[src/rtl/ctrl_alu_pipe.sv]
// ctrl_alu_pipe: decode / register-read / execute stage with scoreboard,
// iterative MUL, valid/ready on both sides and external writeback port.
// Ports:
//   clk, reset           clock, async active-high reset
//   in_valid/in_ready    instruction handshake, instruction = word
//   wb_en/wb_reg/wb_data register file writeback from downstream
//   out_valid/out_ready  result handshake
//   out_op/out_result/out_store_data/out_regD/out_zero/out_illegal  result
module ctrl_alu_pipe #(
    parameter int XLEN       = 32,
    parameter int NREGS      = 32,
    parameter int MUL_CYCLES = 4
) (
    input  logic            clk,
    input  logic            reset,
    input  logic            in_valid,
    output logic            in_ready,
    input  logic [31:0]     instruction,
    input  logic            wb_en,
    input  logic [4:0]      wb_reg,
    input  logic [XLEN-1:0] wb_data,
    output logic            out_valid,
    input  logic            out_ready,
    output logic [6:0]      out_op,
    output logic [XLEN-1:0] out_result,
    output logic [XLEN-1:0] out_store_data,
    output logic [4:0]      out_regD,
    output logic            out_zero,
    output logic            out_illegal
);

    localparam logic [6:0] OP_ADD = 7'h00;
    localparam logic [6:0] OP_SUB = 7'h01;
    localparam logic [6:0] OP_MUL = 7'h02;
    localparam logic [6:0] OP_LDB = 7'h10;
    localparam logic [6:0] OP_LDW = 7'h11;
    localparam logic [6:0] OP_STB = 7'h12;
    localparam logic [6:0] OP_STW = 7'h13;
    localparam logic [6:0] OP_BEQ = 7'h30;

    localparam int CW = (MUL_CYCLES > 1) ? $clog2(MUL_CYCLES) : 1;

    typedef enum logic {IDLE, MUL_BUSY} state_t;

    state_t          state;
    logic [CW-1:0]   cnt;
    logic [XLEN-1:0] mul_a, mul_b, prod;
    logic [4:0]      mul_rd;
    logic [XLEN-1:0] regs [NREGS];
    logic [NREGS-1:0] pend, pend_nxt;

    logic [6:0]      op;
    logic [4:0]      dst, s1, s2;
    logic [XLEN-1:0] off_x, rs1, rs2, rsd;
    logic            is_mul, writer, use_s2, use_d, illegal;
    logic            hazard, accept, mul_done, mul_start, load_now;
    logic [XLEN-1:0] nxt_res, nxt_sd;
    logic            nxt_zero;

    function automatic logic in_rng(input logic [4:0] i);
        return 32'(i) < NREGS;
    endfunction

    // Register read with write-through bypass of the same-cycle writeback.
    function automatic logic [XLEN-1:0] rd_reg(input logic [4:0] i);
        if (!in_rng(i))
            return '0;
        else if (wb_en && wb_reg == i)
            return wb_data;
        else
            return regs[i];
    endfunction

    // Pending unless the writeback in this very cycle clears it.
    function automatic logic busy_reg(input logic [4:0] i);
        return in_rng(i) && pend[i] && !(wb_en && wb_reg == i);
    endfunction

    assign op    = instruction[31:25];
    assign dst   = instruction[24:20];
    assign s1    = instruction[19:15];
    assign s2    = instruction[14:10];
    assign off_x = {{(XLEN-15){instruction[14]}}, instruction[14:0]};
    assign rs1   = rd_reg(s1);
    assign rs2   = rd_reg(s2);
    assign rsd   = rd_reg(dst);
    assign prod  = mul_a * mul_b;

    always_comb begin
        nxt_res  = '0;
        nxt_sd   = '0;
        nxt_zero = 1'b0;
        is_mul   = 1'b0;
        writer   = 1'b0;
        use_s2   = 1'b0;
        use_d    = 1'b0;
        illegal  = 1'b0;
        unique case (op)
            OP_ADD: begin
                nxt_res = rs1 + rs2;
                writer  = 1'b1;
                use_s2  = 1'b1;
            end
            OP_SUB: begin
                nxt_res = rs1 - rs2;
                writer  = 1'b1;
                use_s2  = 1'b1;
            end
            OP_MUL: begin
                // Only a single-cycle MUL completes from this path.
                nxt_res = (MUL_CYCLES == 1) ? rs1 * rs2 : '0;
                is_mul  = 1'b1;
                writer  = 1'b1;
                use_s2  = 1'b1;
            end
            OP_LDB, OP_LDW: begin
                nxt_res = rs1 + off_x;
                writer  = 1'b1;
            end
            OP_STB, OP_STW: begin
                nxt_res = rs1 + off_x;
                nxt_sd  = rsd;
                use_d   = 1'b1;
            end
            OP_BEQ: begin
                nxt_res  = off_x;
                nxt_zero = (rsd == rs1);
                use_d    = 1'b1;
            end
            default: illegal = 1'b1;
        endcase
        if (op == OP_ADD || op == OP_SUB || op == OP_MUL)
            nxt_zero = (nxt_res == '0);
    end

    assign hazard = !illegal &&
                    (busy_reg(s1) ||
                     (use_s2 && busy_reg(s2)) ||
                     ((use_d || writer) && busy_reg(dst)));

    assign in_ready  = !reset && state == IDLE && !hazard &&
                       (!out_valid || out_ready);
    assign accept    = in_valid && in_ready;
    assign mul_start = accept && is_mul && (MUL_CYCLES > 1);
    assign mul_done  = state == MUL_BUSY && cnt == CW'(1);
    assign load_now  = accept && !mul_start;

    // Set wins over a same-cycle clear of the same register.
    always_comb begin
        pend_nxt = pend;
        if (wb_en && in_rng(wb_reg))
            pend_nxt[wb_reg] = 1'b0;
        if (accept && writer && in_rng(dst))
            pend_nxt[dst] = 1'b1;
    end

    always_ff @(posedge clk or posedge reset) begin
        if (reset) begin
            state          <= IDLE;
            cnt            <= '0;
            mul_a          <= '0;
            mul_b          <= '0;
            mul_rd         <= '0;
            pend           <= '0;
            out_valid      <= 1'b0;
            out_op         <= '0;
            out_result     <= '0;
            out_store_data <= '0;
            out_regD       <= '0;
            out_zero       <= 1'b0;
            out_illegal    <= 1'b0;
            for (int i = 0; i < NREGS; i++)
                regs[i] <= '0;
        end else begin
            pend <= pend_nxt;
            if (wb_en && in_rng(wb_reg))
                regs[wb_reg] <= wb_data;

            unique case (state)
                IDLE: begin
                    if (mul_start) begin
                        state  <= MUL_BUSY;
                        cnt    <= CW'(MUL_CYCLES - 1);
                        mul_a  <= rs1;
                        mul_b  <= rs2;
                        mul_rd <= dst;
                    end
                end
                MUL_BUSY: begin
                    if (cnt == CW'(1))
                        state <= IDLE;
                    else
                        cnt <= cnt - CW'(1);
                end
                default: state <= IDLE;
            endcase

            if (mul_done) begin
                out_valid      <= 1'b1;
                out_op         <= OP_MUL;
                out_result     <= prod;
                out_store_data <= '0;
                out_regD       <= mul_rd;
                out_zero       <= (prod == '0);
                out_illegal    <= 1'b0;
            end else if (load_now) begin
                out_valid      <= 1'b1;
                out_op         <= op;
                out_result     <= nxt_res;
                out_store_data <= nxt_sd;
                out_regD       <= dst;
                out_zero       <= nxt_zero;
                out_illegal    <= illegal;
            end else if (out_ready) begin
                out_valid <= 1'b0;
            end
        end
    end

endmodule

[config.mk]
export PLATFORM = sky130hd
export DESIGN_NAME = ctrl_alu_pipe
export DESIGN_NICKNAME = d
export VERILOG_FILES = /design/src/rtl/ctrl_alu_pipe.sv
export SDC_FILE = /design/constraint.sdc
export NUM_CORES = 2
export LEC_CHECK = 0
export CORE_ASPECT_RATIO = 0.75
export CORE_UTILIZATION = 50
export CTS_CLUSTER_SIZE = 40
export DETAILED_ROUTE_END_ITERATION = 7
export GPL_TIMING_DRIVEN = 0
export PLACE_DENSITY = 0.66
export RECOVER_POWER = 50
export SLEW_MARGIN = 5
export SYNTH_ARGS = -nofsm -noshare
export SYNTH_HDL_FRONTEND = slang
export SYNTH_SLANG_ARGS = --single-unit
[constraint.sdc]
create_clock -name clk -period 49.7 [get_ports clk]
set_input_delay 4.97 -clock clk [delete_from_list [all_inputs] [get_ports clk]]
set_output_delay 4.97 -clock clk [all_outputs]
set_load 0.05 [all_outputs]
==> qor.json <==
{
  "clk-insertion-delay-late": {"value": 0.84, "unit": "ns"},
  "p_per_area": {"value": 35.3, "unit": "nW/um^2"},
  "clock_tree.root_cell": {"value": "sky130_fd_sc_hd__clkbuf_16"},
  "worst_setup_end_kind": {"value": "async pin"},
  "post_syn_instances": {"value": 7242},
  "leakage": {"value": 44.2, "unit": "nW"},
  "slew_violations": {"value": 1460},
  "net-switching-power": {"value": 1.31, "unit": "mW"},
  "via_count": {"value": 80300},
  "grtUsageTotal": {"value": 57.9, "unit": "%"},
  "layout.cells.most_common_list": {"value": "sky130_fd_sc_hd__dfrtp_1 (1,207), sky130_fd_sc_hd__mux2_2 (1,055), sky130_fd_sc_hd__mux4_2 (673)"},
  "synth-edff-count": {"value": 0},
  "initial_antenna_violation_count": {"value": 69},
  "worst_path_dominant_cell_family": {"value": "buffers and inverters"},
  "synth_top_area_share": {"value": 33.6, "unit": "%"},
  "final_std_cells_w_o_fill": {"value": 10200},
  "gpl_congestion": {"value": 1.11},
  "power_frac_comb": {"value": 30.5, "unit": "%"},
  "yosys.area_share.adder": {"value": 11.3, "unit": "%"},
  "switching_share": {"value": 36.5, "unit": "%"},
  "final_common_cell": {"value": "sky130_fd_sc_hd__dfrtp_1"},
  "die_y": {"value": 369, "unit": "um"},
  "post_synth_main_area_contributors": {"value": "sky130_fd_sc_hd__dfrtp_1 (34%), sky130_fd_sc_hd__mux4_2 (17%), sky130_fd_sc_hd__mux2_2 (13%)"},
  "mean_post_synth_cell_area": {"value": 12.4, "unit": "um^2"},
  "seq_area_frac_synth": {"value": 33.6, "unit": "%"},
  "seqPwrFrac": {"value": 37.9, "unit": "%"},
  "finClkSkew": {"value": 0.0494, "unit": "ns"},
  "placementRows": {"value": 134},
  "finish.instance_area": {"value": 101000, "unit": "um^2"},
  "cp_cell_sequence": {"value": "dlygate4sd3_1 > clkinvlp_2 > clkbuf_1 > clkbuf_1 > clkbuf_1"},
  "complex_gate_fraction_of_the_synthesized_area": {"value": 6.97, "unit": "%"},
  "hold_class": {"value": "reg -> reg"},
  "placement.setup.worst_slack": {"value": 34.69, "unit": "ns"},
  "max_slew_margin": {"value": -335, "unit": "%"},
  "place.detailed.instances": {"value": 9865},
  "clockBufferDepth": {"value": 3},
  "run_status": {"value": "finished, violations left"},
  "h_tree_depth": {"value": 4},
  "cts_hold_repair.buffers": {"value": 0},
  "grt_setup_unrepaired": {"value": "no"},
  "grt_start_max_net_pins": {"value": 124},
  "total_detailed_routing_wirelength": {"value": 528000, "unit": "um"},
  "drt_first_iter_violations": {"value": 15500},
  "cp.required": {"value": 49.08, "unit": "ns"},
  "port-buffer-count": {"value": 138},
  "finalCritPeriodShare": {"value": 44.3, "unit": "%"},
  "setup_viol": {"value": 0},
  "clock_power_share": {"value": 31.6, "unit": "%"},
  "first_pass_grt_wire_length": {"value": 688000, "unit": "um"},
  "timing.final.ws_setup": {"value": 27.68, "unit": "ns"},
  "maxClockFrequency": {"value": 0.0454, "unit": "GHz"},
  "finalWorstPathRequiredPeriod": {"value": 22.02, "unit": "ns"},
  "synth-main-ff-cell": {"value": "sky130_fd_sc_hd__dfrtp_1"},
  "drt-pass1-iter-count": {"value": 8},
  "yosysUniqueCellTypes": {"value": 85},
  "dieWidth": {"value": 491, "unit": "um"},
  "yosysWarnings": {"value": 0},
  "wl_per_cell": {"value": 51.7, "unit": "um"},
  "fp.coreArea": {"value": 178000, "unit": "um^2"},
  "worst_path_largest_cell_delay": {"value": 4.59, "unit": "ns"},
  "drc": {"value": 158},
  "fin_nets": {"value": 8268},
  "syn_area": {"value": 89800, "unit": "um^2"},
  "vdd_ir_drop_max": {"value": 0.0000308, "unit": "V"},
  "arrival_time_of_data_at_the_critical_path_endpoint": {"value": 21.40, "unit": "ns"},
  "critical-path-top-cell-by-count": {"value": "sky130_fd_sc_hd__clkbuf_1"},
  "utilization": {"value": 56.8, "unit": "%"},
  "internal_power_consumption": {"value": 2.27, "unit": "mW"},
  "via_count_of_the_first_global_routing_pass": {"value": 73100},
  "detailed_place_hpwl": {"value": 384000, "unit": "um"},
  "final_antenna_net_count": {"value": 0},
  "initial_utilization": {"value": 50.4, "unit": "%"},
  "setup_tns": {"value": 0, "unit": "ns"},
  "violations": {"value": "DRC, capacitance limit, slew limit"},
  "timing.critical_path.fanout_max": {"value": 113},
  "drive_gt1_share": {"value": 31.1, "unit": "%"},
  "post_drt_via_cell_ratio": {"value": 7.86},
  "finalHoldWorstSlack": {"value": 0.491, "unit": "ns"},
  "synth_top_family_by_area": {"value": "multiplexers"},
  "flow.area_growth_from_synthesis": {"value": 12.6, "unit": "%"},
  "yosys-mux-area-fraction": {"value": 34.6, "unit": "%"},
  "timing.critical_path.buf_inv": {"value": 5},
  "max-cap-violations": {"value": 63},
  "cts_sinks": {"value": 1207},
  "fin_total_pwr": {"value": 3.57, "unit": "mW"},
  "io_pins": {"value": 154},
  "yosysTopAreaCell": {"value": "sky130_fd_sc_hd__dfrtp_1"},
  "simple_gate_share_of_the_synthesized_area": {"value": 6.66, "unit": "%"},
  "numCtsBuffers": {"value": 138},
  "synth_seq_cells": {"value": 1207},
  "timing_worst_slew_pin_value": {"value": 6.52, "unit": "ns"},
  "cp-start-kind": {"value": "input pin"},
  "final_hold_fails": {"value": 0},
  "overflow": {"value": 0},
  "post_cts.resized_instances": {"value": 0},
  "share_of_the_synthesized_netlist_area_taken_by_xor_and_xnor_gates": {"value": 1.83, "unit": "%"},
  "placedInstanceArea": {"value": 96500, "unit": "um^2"},
  "timing.setup.critical_path_class": {"value": "in -> async"},
  "cts.reportedPaths.clkPinSlew": {"value": 0.07, "unit": "ns"},
  "synth_nets": {"value": 7881},
  "timing.critical_path.slowest_stage_cell": {"value": "sky130_fd_sc_hd__clkbuf_1"},
  "fp.dieArea": {"value": 181000, "unit": "um^2"},
  "ys_async_sr_fraction": {"value": 100, "unit": "%"},
  "post_cts_setup_repair_bufs": {"value": 0},
  "cts_tree": {"value": "built"}
}
## layout make-up
class,count,area [um^2]
clock inverters,53,739
well taps,2380,2980
flip-flops and latches,1207,30200
repair buffers,247,2940
multi-input cells,4983,55300
clock buffers,196,4040
inverters,393,1480
plain buffers,659,3180
fillers,15000,77000
diodes,102,255
## Yosys cell counts, drive strengths merged, types with 61 or more instances
master	count
and2	322
o21ai	196
mux4	679
a21oi	127
xnor2	127
clkbuf	451
xor2	61
ha	156
a22oi	246
nand2	520
fa	409
a221oi	62
nor2	98
buf	208
inv	393
a22o	69
dfrtp	1207
mux2i	386
mux2	1055
## per-layer routing
metal | up-vias | track usage [%] | routed length, um | share of wire (%)
met1 | 41400 | 71.4 | 190000 | 36
li1 | 27600 | - | - | -
met4 | 78 | 35.2 | 42000 | 8.0
met3 | 2281 | 45.8 | 110000 | 21
met5 | - | 10.4 | 2690 | 0.51
met2 | 8985 | 66.9 | 183000 | 35
## path summary, 6_finish.rpt
| check | start | endpoint | slack (ns) | cells past startpoint |
|---|---|---|---|---|
| worst min-delay path | out_store_data[30]$_DFFE_PP0P_ | out_store_data[30]$_DFFE_PP0P_ | 0.49 | 2 |
| worst max register to register | mul_b[4]$_DFFE_PP0P_ | out_zero$_DFFE_PP0P_ | 37.84 | 25 |
| worst min register to register | out_store_data[30]$_DFFE_PP0P_ | out_store_data[30]$_DFFE_PP0P_ | 0.49 | 2 |
| max in group clk | instruction[12] | out_result[31]$_DFFE_PP0P_ | 34.21 | 28 |
| worst max-delay path | reset | regs[484]$_DFFE_PP0P_ | 27.68 | 5 |
| min in group asynchronous | reset | out_regD[3]$_DFFE_PP0P_ | 5.85 | 2 |
## cells by family (layout without fill, tap and decap cells)
kind of cell,after synthesis,after routing
adder cells (fa/ha/maj),565,565
other,0,102
flip-flops,1207,1207
multiplexers,2120,2120
buffers and inverters,1052,1548
XOR/XNOR,188,188
AO/OA/AOI/OAI,913,913
AND/OR/NAND/NOR,1197,1197
## worst min-delay path, cell delays in order (launching register included)
cell and delay (ns):
sky130_fd_sc_hd__dfrtp_1 0.35, sky130_fd_sc_hd__nand2_1 0.05, sky130_fd_sc_hd__o21ai_0 0.06
## power by group through the flow
stage / Sequential, mW / Clock [mW] / Combinational [mW]
after floorplan: 1.31 / 0 / 0.626
after global placement: 1.35 / 0 / 0.979
after detailed placement: 1.35 / 0 / 1.02
after CTS: 1.34 / 1.11 / 1.02
after global routing: 1.37 / 1.15 / 1.08
final: 1.36 / 1.13 / 1.09
## state kept, by name, indices dropped and copies added, names as in the netlist
register / flops
cnt: 2
mul_a: 32
mul_b: 32
mul_rd: 5
out_illegal: 1
out_op: 7
out_regD: 5
out_result: 32
out_store_data: 32
out_valid: 1
out_zero: 1
pend: 32
regs: 1024
state: 1
Power figures use the tool's default switching activity.
